`src/rtl/div_pkg.sv`:
```
// Shared types and constants for the divider requester controller.
package div_pkg;

    typedef enum logic [1:0] {
        IDLE,
        BUSY,
        DRAIN,
        DONE
    } state_e;

    localparam logic [31:0] DIV0_Q  = 32'hFFFF_FFFF;
    localparam logic [31:0] OVF_Q   = 32'h8000_0000;
    localparam logic [31:0] OVF_R   = 32'h0000_0000;
    localparam logic [31:0] INT_MIN = 32'h8000_0000;
    localparam logic [31:0] NEG_ONE = 32'hFFFF_FFFF;

endpackage

```
`src/rtl/div_req_ctrl_if.sv`:
```
// Execute-side op port, divider level handshake and writeback result port.
interface div_req_ctrl_if #(
    parameter int TAG_W = 5
);
    logic             in_valid;
    logic             in_ready;
    logic [31:0]      in_x;
    logic [31:0]      in_y;
    logic             in_signed;
    logic             in_mod;
    logic [TAG_W-1:0] in_tag;
    logic             flush;

    logic             div;
    logic             div_signed;
    logic [31:0]      div_x;
    logic [31:0]      div_y;
    logic             use_mod;
    logic [31:0]      div_result;
    logic             div_ok;

    logic             out_valid;
    logic             out_ready;
    logic [31:0]      out_result;
    logic [TAG_W-1:0] out_tag;
    logic             busy;

    // Controller side.
    modport master (
        input  in_valid, in_x, in_y, in_signed, in_mod, in_tag, flush,
        input  div_result, div_ok, out_ready,
        output in_ready, div, div_signed, div_x, div_y, use_mod,
        output out_valid, out_result, out_tag, busy
    );

    // Execute stage, divider and writeback side.
    modport slave (
        output in_valid, in_x, in_y, in_signed, in_mod, in_tag, flush,
        output div_result, div_ok, out_ready,
        input  in_ready, div, div_signed, div_x, div_y, use_mod,
        input  out_valid, out_result, out_tag, busy
    );

endinterface

```
`src/rtl/div_fast_path.sv`:
```
// Resolves divide-by-zero and signed overflow without the iterative divider.
module div_fast_path
    import div_pkg::*;
(
    input  logic [31:0] x_i,
    input  logic [31:0] y_i,
    input  logic        signed_i,
    input  logic        mod_i,
    output logic        is_fast_o,
    output logic [31:0] fast_result_o
);

    // NOTE: every always_comb output is assigned a default first so no path leaves it unassigned and no latch is inferred.
    always_comb begin
        is_fast_o     = 1'b0;
        fast_result_o = '0;
        if (y_i == '0) begin
            is_fast_o     = 1'b1;
            fast_result_o = mod_i ? x_i : DIV0_Q;
        end else if (signed_i && (x_i == INT_MIN) && (y_i == NEG_ONE)) begin
            is_fast_o     = 1'b1;
            fast_result_o = mod_i ? OVF_R : OVF_Q;
        end
    end

endmodule

```
`src/rtl/div_req_ctrl.sv`:
```
// Requester-side controller: latches an op, holds the divider request until
// completion (or resolves it locally), and presents the result to writeback.
module div_req_ctrl
    import div_pkg::*;
#(
    parameter int TAG_W = 5
) (
    input  logic           clk,
    input  logic           reset,
    div_req_ctrl_if.master bus
);

    state_e           state_q, state_d;
    logic [31:0]      x_q, x_d;
    logic [31:0]      y_q, y_d;
    logic             signed_q, signed_d;
    logic             mod_q, mod_d;
    logic [TAG_W-1:0] tag_q, tag_d;
    logic [31:0]      result_q, result_d;

    logic             in_ready;
    logic             accept;
    logic             is_fast;
    logic [31:0]      fast_result;

    div_fast_path u_fast (
        .x_i          (bus.in_x),
        .y_i          (bus.in_y),
        .signed_i     (bus.in_signed),
        .mod_i        (bus.in_mod),
        .is_fast_o    (is_fast),
        .fast_result_o(fast_result)
    );

    always_comb begin
        state_d  = state_q;
        x_d      = x_q;
        y_d      = y_q;
        signed_d = signed_q;
        mod_d    = mod_q;
        tag_d    = tag_q;
        result_d = result_q;
        in_ready = 1'b0;

        case (state_q)
            IDLE: in_ready = !bus.flush;
            BUSY: begin
                // A flush landing on the completion cycle simply drops the result.
                if (bus.div_ok) begin
                    if (bus.flush) begin
                        state_d = IDLE;
                    end else begin
                        result_d = bus.div_result;
                        state_d  = DONE;
                    end
                end else if (bus.flush) begin
                    state_d = DRAIN;
                end
            end
            DRAIN: if (bus.div_ok) state_d = IDLE;
            DONE: begin
                in_ready = bus.out_ready && !bus.flush;
                if (bus.flush || bus.out_ready) state_d = IDLE;
            end
            default: state_d = IDLE;
        endcase

        accept = bus.in_valid && in_ready;
        if (accept) begin
            x_d      = bus.in_x;
            y_d      = bus.in_y;
            signed_d = bus.in_signed;
            mod_d    = bus.in_mod;
            tag_d    = bus.in_tag;
            if (is_fast) begin
                result_d = fast_result;
                state_d  = DONE;
            end else begin
                state_d = BUSY;
            end
        end
    end

    // NOTE: registers use non-blocking assignments so every flop samples pre-edge values regardless of statement order.
    always_ff @(posedge clk) begin
        if (reset) begin
            state_q  <= IDLE;
            x_q      <= '0;
            y_q      <= '0;
            signed_q <= 1'b0;
            mod_q    <= 1'b0;
            tag_q    <= '0;
            result_q <= '0;
        end else begin
            state_q  <= state_d;
            x_q      <= x_d;
            y_q      <= y_d;
            signed_q <= signed_d;
            mod_q    <= mod_d;
            tag_q    <= tag_d;
            result_q <= result_d;
        end
    end

    // Operands only change on accept, which never happens while div is high.
    assign bus.in_ready   = in_ready;
    assign bus.div        = (state_q == BUSY) || (state_q == DRAIN);
    assign bus.div_x      = x_q;
    assign bus.div_y      = y_q;
    assign bus.div_signed = signed_q;
    assign bus.use_mod    = mod_q;
    assign bus.out_valid  = (state_q == DONE);
    assign bus.out_result = result_q;
    assign bus.out_tag    = tag_q;
    assign bus.busy       = (state_q != IDLE);

endmodule

```
`src/flat_wrapper.sv`:
```
// flat-port wrapper written by rule: the top's interface ports become plain ports
module div_req_ctrl_flat import div_pkg::*;
#(
    parameter int TAG_W = 5
)
  (clk, reset, bus_in_valid, bus_in_x, bus_in_y, bus_in_signed, bus_in_mod, bus_in_tag, bus_flush, bus_div_result, bus_div_ok, bus_out_ready, bus_in_ready, bus_div, bus_div_signed, bus_div_x, bus_div_y, bus_use_mod, bus_out_valid, bus_out_result, bus_out_tag, bus_busy);
  div_req_ctrl_if #(.TAG_W(TAG_W)) bus_i ();
  input  logic clk;
  input  logic reset;
  input wire logic [$bits(bus_i.in_valid)-1:0] bus_in_valid;
  input wire logic [$bits(bus_i.in_x)-1:0] bus_in_x;
  input wire logic [$bits(bus_i.in_y)-1:0] bus_in_y;
  input wire logic [$bits(bus_i.in_signed)-1:0] bus_in_signed;
  input wire logic [$bits(bus_i.in_mod)-1:0] bus_in_mod;
  input wire logic [$bits(bus_i.in_tag)-1:0] bus_in_tag;
  input wire logic [$bits(bus_i.flush)-1:0] bus_flush;
  input wire logic [$bits(bus_i.div_result)-1:0] bus_div_result;
  input wire logic [$bits(bus_i.div_ok)-1:0] bus_div_ok;
  input wire logic [$bits(bus_i.out_ready)-1:0] bus_out_ready;
  output wire logic [$bits(bus_i.in_ready)-1:0] bus_in_ready;
  output wire logic [$bits(bus_i.div)-1:0] bus_div;
  output wire logic [$bits(bus_i.div_signed)-1:0] bus_div_signed;
  output wire logic [$bits(bus_i.div_x)-1:0] bus_div_x;
  output wire logic [$bits(bus_i.div_y)-1:0] bus_div_y;
  output wire logic [$bits(bus_i.use_mod)-1:0] bus_use_mod;
  output wire logic [$bits(bus_i.out_valid)-1:0] bus_out_valid;
  output wire logic [$bits(bus_i.out_result)-1:0] bus_out_result;
  output wire logic [$bits(bus_i.out_tag)-1:0] bus_out_tag;
  output wire logic [$bits(bus_i.busy)-1:0] bus_busy;
  assign bus_i.in_valid = bus_in_valid;
  assign bus_i.in_x = bus_in_x;
  assign bus_i.in_y = bus_in_y;
  assign bus_i.in_signed = bus_in_signed;
  assign bus_i.in_mod = bus_in_mod;
  assign bus_i.in_tag = bus_in_tag;
  assign bus_i.flush = bus_flush;
  assign bus_i.div_result = bus_div_result;
  assign bus_i.div_ok = bus_div_ok;
  assign bus_i.out_ready = bus_out_ready;
  assign bus_in_ready = bus_i.in_ready;
  assign bus_div = bus_i.div;
  assign bus_div_signed = bus_i.div_signed;
  assign bus_div_x = bus_i.div_x;
  assign bus_div_y = bus_i.div_y;
  assign bus_use_mod = bus_i.use_mod;
  assign bus_out_valid = bus_i.out_valid;
  assign bus_out_result = bus_i.out_result;
  assign bus_out_tag = bus_i.out_tag;
  assign bus_busy = bus_i.busy;
  div_req_ctrl #(.TAG_W(TAG_W)) u_core (.clk(clk), .reset(reset), .bus(bus_i));
endmodule
```
`config.mk`:
```
export PLATFORM = sky130hd
export DESIGN_NAME = div_req_ctrl_flat
export DESIGN_NICKNAME = d
export VERILOG_FILES = /design/src/rtl/div_pkg.sv /design/src/rtl/div_req_ctrl_if.sv /design/src/rtl/div_fast_path.sv /design/src/rtl/div_req_ctrl.sv /design/src/flat_wrapper.sv
export SDC_FILE = /design/constraint.sdc
export NUM_CORES = 1
export LEC_CHECK = 0
export CORE_MARGIN = 5
export CORE_UTILIZATION = 43
export CTS_CLUSTER_DIAMETER = 80
export DETAILED_ROUTE_END_ITERATION = 10
export GPL_ROUTABILITY_DRIVEN = 0
export GPL_TIMING_DRIVEN = 0
export HOLD_SLACK_MARGIN = 0.1
export PLACE_DENSITY = 0.87
export SLEW_MARGIN = 20
export SYNTH_ARGS = -nofsm -noshare
export SYNTH_HDL_FRONTEND = slang
export SYNTH_SLANG_ARGS = --single-unit
```
`constraint.sdc`:
```
create_clock -name clk -period 2.8 [get_ports clk]
set_input_delay 0.56 -clock clk [delete_from_list [all_inputs] [get_ports clk]]
set_output_delay 0.56 -clock clk [all_outputs]
set_load 0.01 [all_outputs]
```
==> impl_metrics.tcl <==
set metrics [dict create \
    fmaxAchievable_ghz 0.364 \
    n_antenna_cell 0 \
    fin_skew_ns 0.00441 \
    dr.pass1.iters 5 \
    grt_pass1_vias 5156 \
    power_leakage_nw 2.62 \
    post_synth_xor_area_fraction 0 \
    clock_latency_ns 0.34 \
    port_buffers 213 \
    cts_sinks 105 \
    drv_cap 0 \
    cts.path.max_buffers 2 \
    synth-edff-count 0 \
    crit_path_end_kind "register" \
    synth_top_family_by_area "simple AND/OR/NAND/NOR gates" \
    grt_max_degree 18 \
    synth_seq_cells 105 \
    synth_area_um2 5120 \
    max_slew.worst_pin.slew_ns 0.723 \
    synthSimpleGateAreaFrac 0.270 \
    synth_warnings 0 \
    cp.required_ns 3.00 \
    drc_errors 0 \
    std_cell_rows 39 \
    syn-num-nets 694 \
    pin_count 216 \
    fin_crit_sh 0.981 \
    cts_made_buffers 9 \
    grtUsageTotal 0.241 \
    pwr_density_cell_nw_per_um2 592 \
    drive_above_1_share 0.158 \
    die-area_um2 14200 \
    synth_compound_area_frac 0.189 \
    h-tree-depth 3 \
    cp_data_arrival_time_ns 2.95 \
    relSlewSlack 0.518 \
    syn_to_final_growth_pct 53.4 \
    antenna_found_initial 0 \
    outcome "finished clean" \
    critPathMaxFanout 10 \
    final_cell_mix "213 x clkdlybuf4s50_1, 145 x nand2_1, 104 x dfxtp_1, 73 x a21oi_1, 33 x clkbuf_1" \
    cts_tree "yes" \
    vias 5176 \
    die_h_um 119 \
    synth.distinct_cells 35 \
    ys_seq_area_frac 0.410 \
    final_nets 919 \
    coreArea_um2 11600 \
    nFillCells 926 \
    routed_wl_um 17900 \
    wl_per_cell_um 18.7 \
    final_common_cell "clkdlybuf4s50_1" \
    worstSetupStartpointType "register" \
    dp_hpwl_um 13800 \
    clk_pin_slew_ns 0.07 \
    setup_viol 0 \
    vdd_drop_max_mv 0.502 \
    syn_inst 581 \
    synthAdderAreaFrac 0.00977 \
    die_x_um 119 \
    grt_pass1_wl_um 27500 \
    drv_slew 0 \
    initial_utilization 0.443 \
    muxShareOfSynthArea 0.0723 \
    final_antenna_net_count 0 \
    vias_per_cell 5.43 \
    avgSynthCellArea_um2 8.81 \
    overflow 0 \
    period_minus_slack_ns 2.75 \
    ys_async_sr_fraction 0 \
    cts-root-buf "clkbuf_16" \
    setup_ws_ns 0.0529 \
    hold_viol_final 0 \
    synth_ff_type "dfxtp_1" \
    crit_type "register to register" \
    setup-tns-final_ns 0 \
    hold_path.class "register to register" \
    dr.first_iter.drc_count 298 \
    post-place-ws_ns -0.447 \
]
==> per-stage QoR <==
stage                     area, µm²   util  std cells  hold WS [ns]  total power, mW
after floorplan                5120      -        581         0.481             2.45
after global placement         7430  0.643        937         0.441             3.21
after detailed placement       7430  0.643        937         0.447             3.24
after CTS                      7800  0.674        953         0.456             4.66
after global routing           7860  0.679        954         0.473             4.88
final                          7860  0.679        954         0.452             4.65
==> cell type report <==
cell class,count,area [µm²],share of cell area
Buffer,48,245,0.0312
Clock buffer,11,253,0.0322
Clock inverter,5,85.1,0.0108
Inverter,4,15.0,0.00191
Multi-Input combinational cell,424,2840,0.361
Sequential cell,105,2100,0.268
Tap cell,143,179,0.0228
Timing Repair Buffer,214,2140,0.272
==> cells in the mapped netlist (3+ instances only) <==
cell | instances | share of area
a211oi_2 | 31 | 0.076
a21oi_1 | 73 | 0.071
buf_1 | 3 | 0.0022
buf_6 | 7 | 0.015
clkbuf_1 | 37 | 0.027
dfxtp_1 | 105 | 0.41
ha_1 | 4 | 0.0098
inv_1 | 4 | 0.0029
mux2_2 | 32 | 0.070
nand2_1 | 145 | 0.11
nand4_1 | 16 | 0.020
nand4b_1 | 5 | 0.0086
nor2_1 | 4 | 0.0029
nor3_1 | 4 | 0.0039
nor3b_1 | 3 | 0.0044
nor3b_2 | 29 | 0.071
nor4_1 | 17 | 0.021
nor4b_1 | 3 | 0.0051
o21ai_0 | 33 | 0.032
or4_1 | 8 | 0.012
or4bb_1 | 3 | 0.0066
==> sequential cells by signal, summed over array words and instances, names as in the netlist <==
signal and flops:
u_core.bus.div_signed 1, u_core.bus.use_mod 1, u_core.state_q 2, u_core.bus.div_x 32, u_core.bus.out_tag 5, u_core.bus.out_result 32
u_core.bus.div_y 32
==> layer usage <==
metal | routed length (µm) | global-route usage | vias to the layer above
met4 | 606 | 0.0978 | 0
met3 | 1320 | 0.0678 | 41
met5 | 0 | 0 | -
met2 | 8690 | 0.403 | 202
met1 | 7250 | 0.291 | 2410
li1 | - | - | 2523
==> final timing paths <==
kind	cells after the start	to	slack (ns)	startpoint
hold / removal	2	u_core.bus.div_y[9]	0.45	u_core.bus.div_y[9]
hold reg to reg	2	u_core.bus.div_y[9]	0.45	u_core.bus.div_y[9]
setup / recovery	9	u_core.bus.out_result[7]	0.05	u_core.state_q[1]
setup reg to reg	9	u_core.bus.out_result[7]	0.05	u_core.state_q[1]
==> cells by family after synthesis <==
family / Yosys count
AOI/OAI and AO/OA: 143
and+or+nand+nor: 244
adders and majority gates: 4
buffers and inverters: 52
muxes: 33
DFF: 105
==> timing repair <==
action	in CTS	in global routing
pin swaps	1	1
resized for setup	7	18
endpoints found under the hold margin	0	0
hold buffers	0	0
buffers inserted	0	1
setup endpoints to repair	54	102
==> critical path: stages (launching register included) <==
cell and delay (ns):
dfxtp_1 0.37, inv_1 0.10, ha_2 0.32, or4b_1 0.59
buf_6 0.19, or3_1 0.42, buf_6 0.17, buf_6 0.15
nor3b_2 0.22, a211oi_2 0.07
==> where the power goes <==
| part | switching [mW] | total, mW | internal, mW |
|---|---|---|---|
| combinational | 0.705 | 1.44 | 0.740 |
| clock | 0.580 | 1.42 | 0.840 |
| sequential | 0.102 | 1.79 | 1.69 |
No activity file was read; power rests on OpenSTA's default activity.
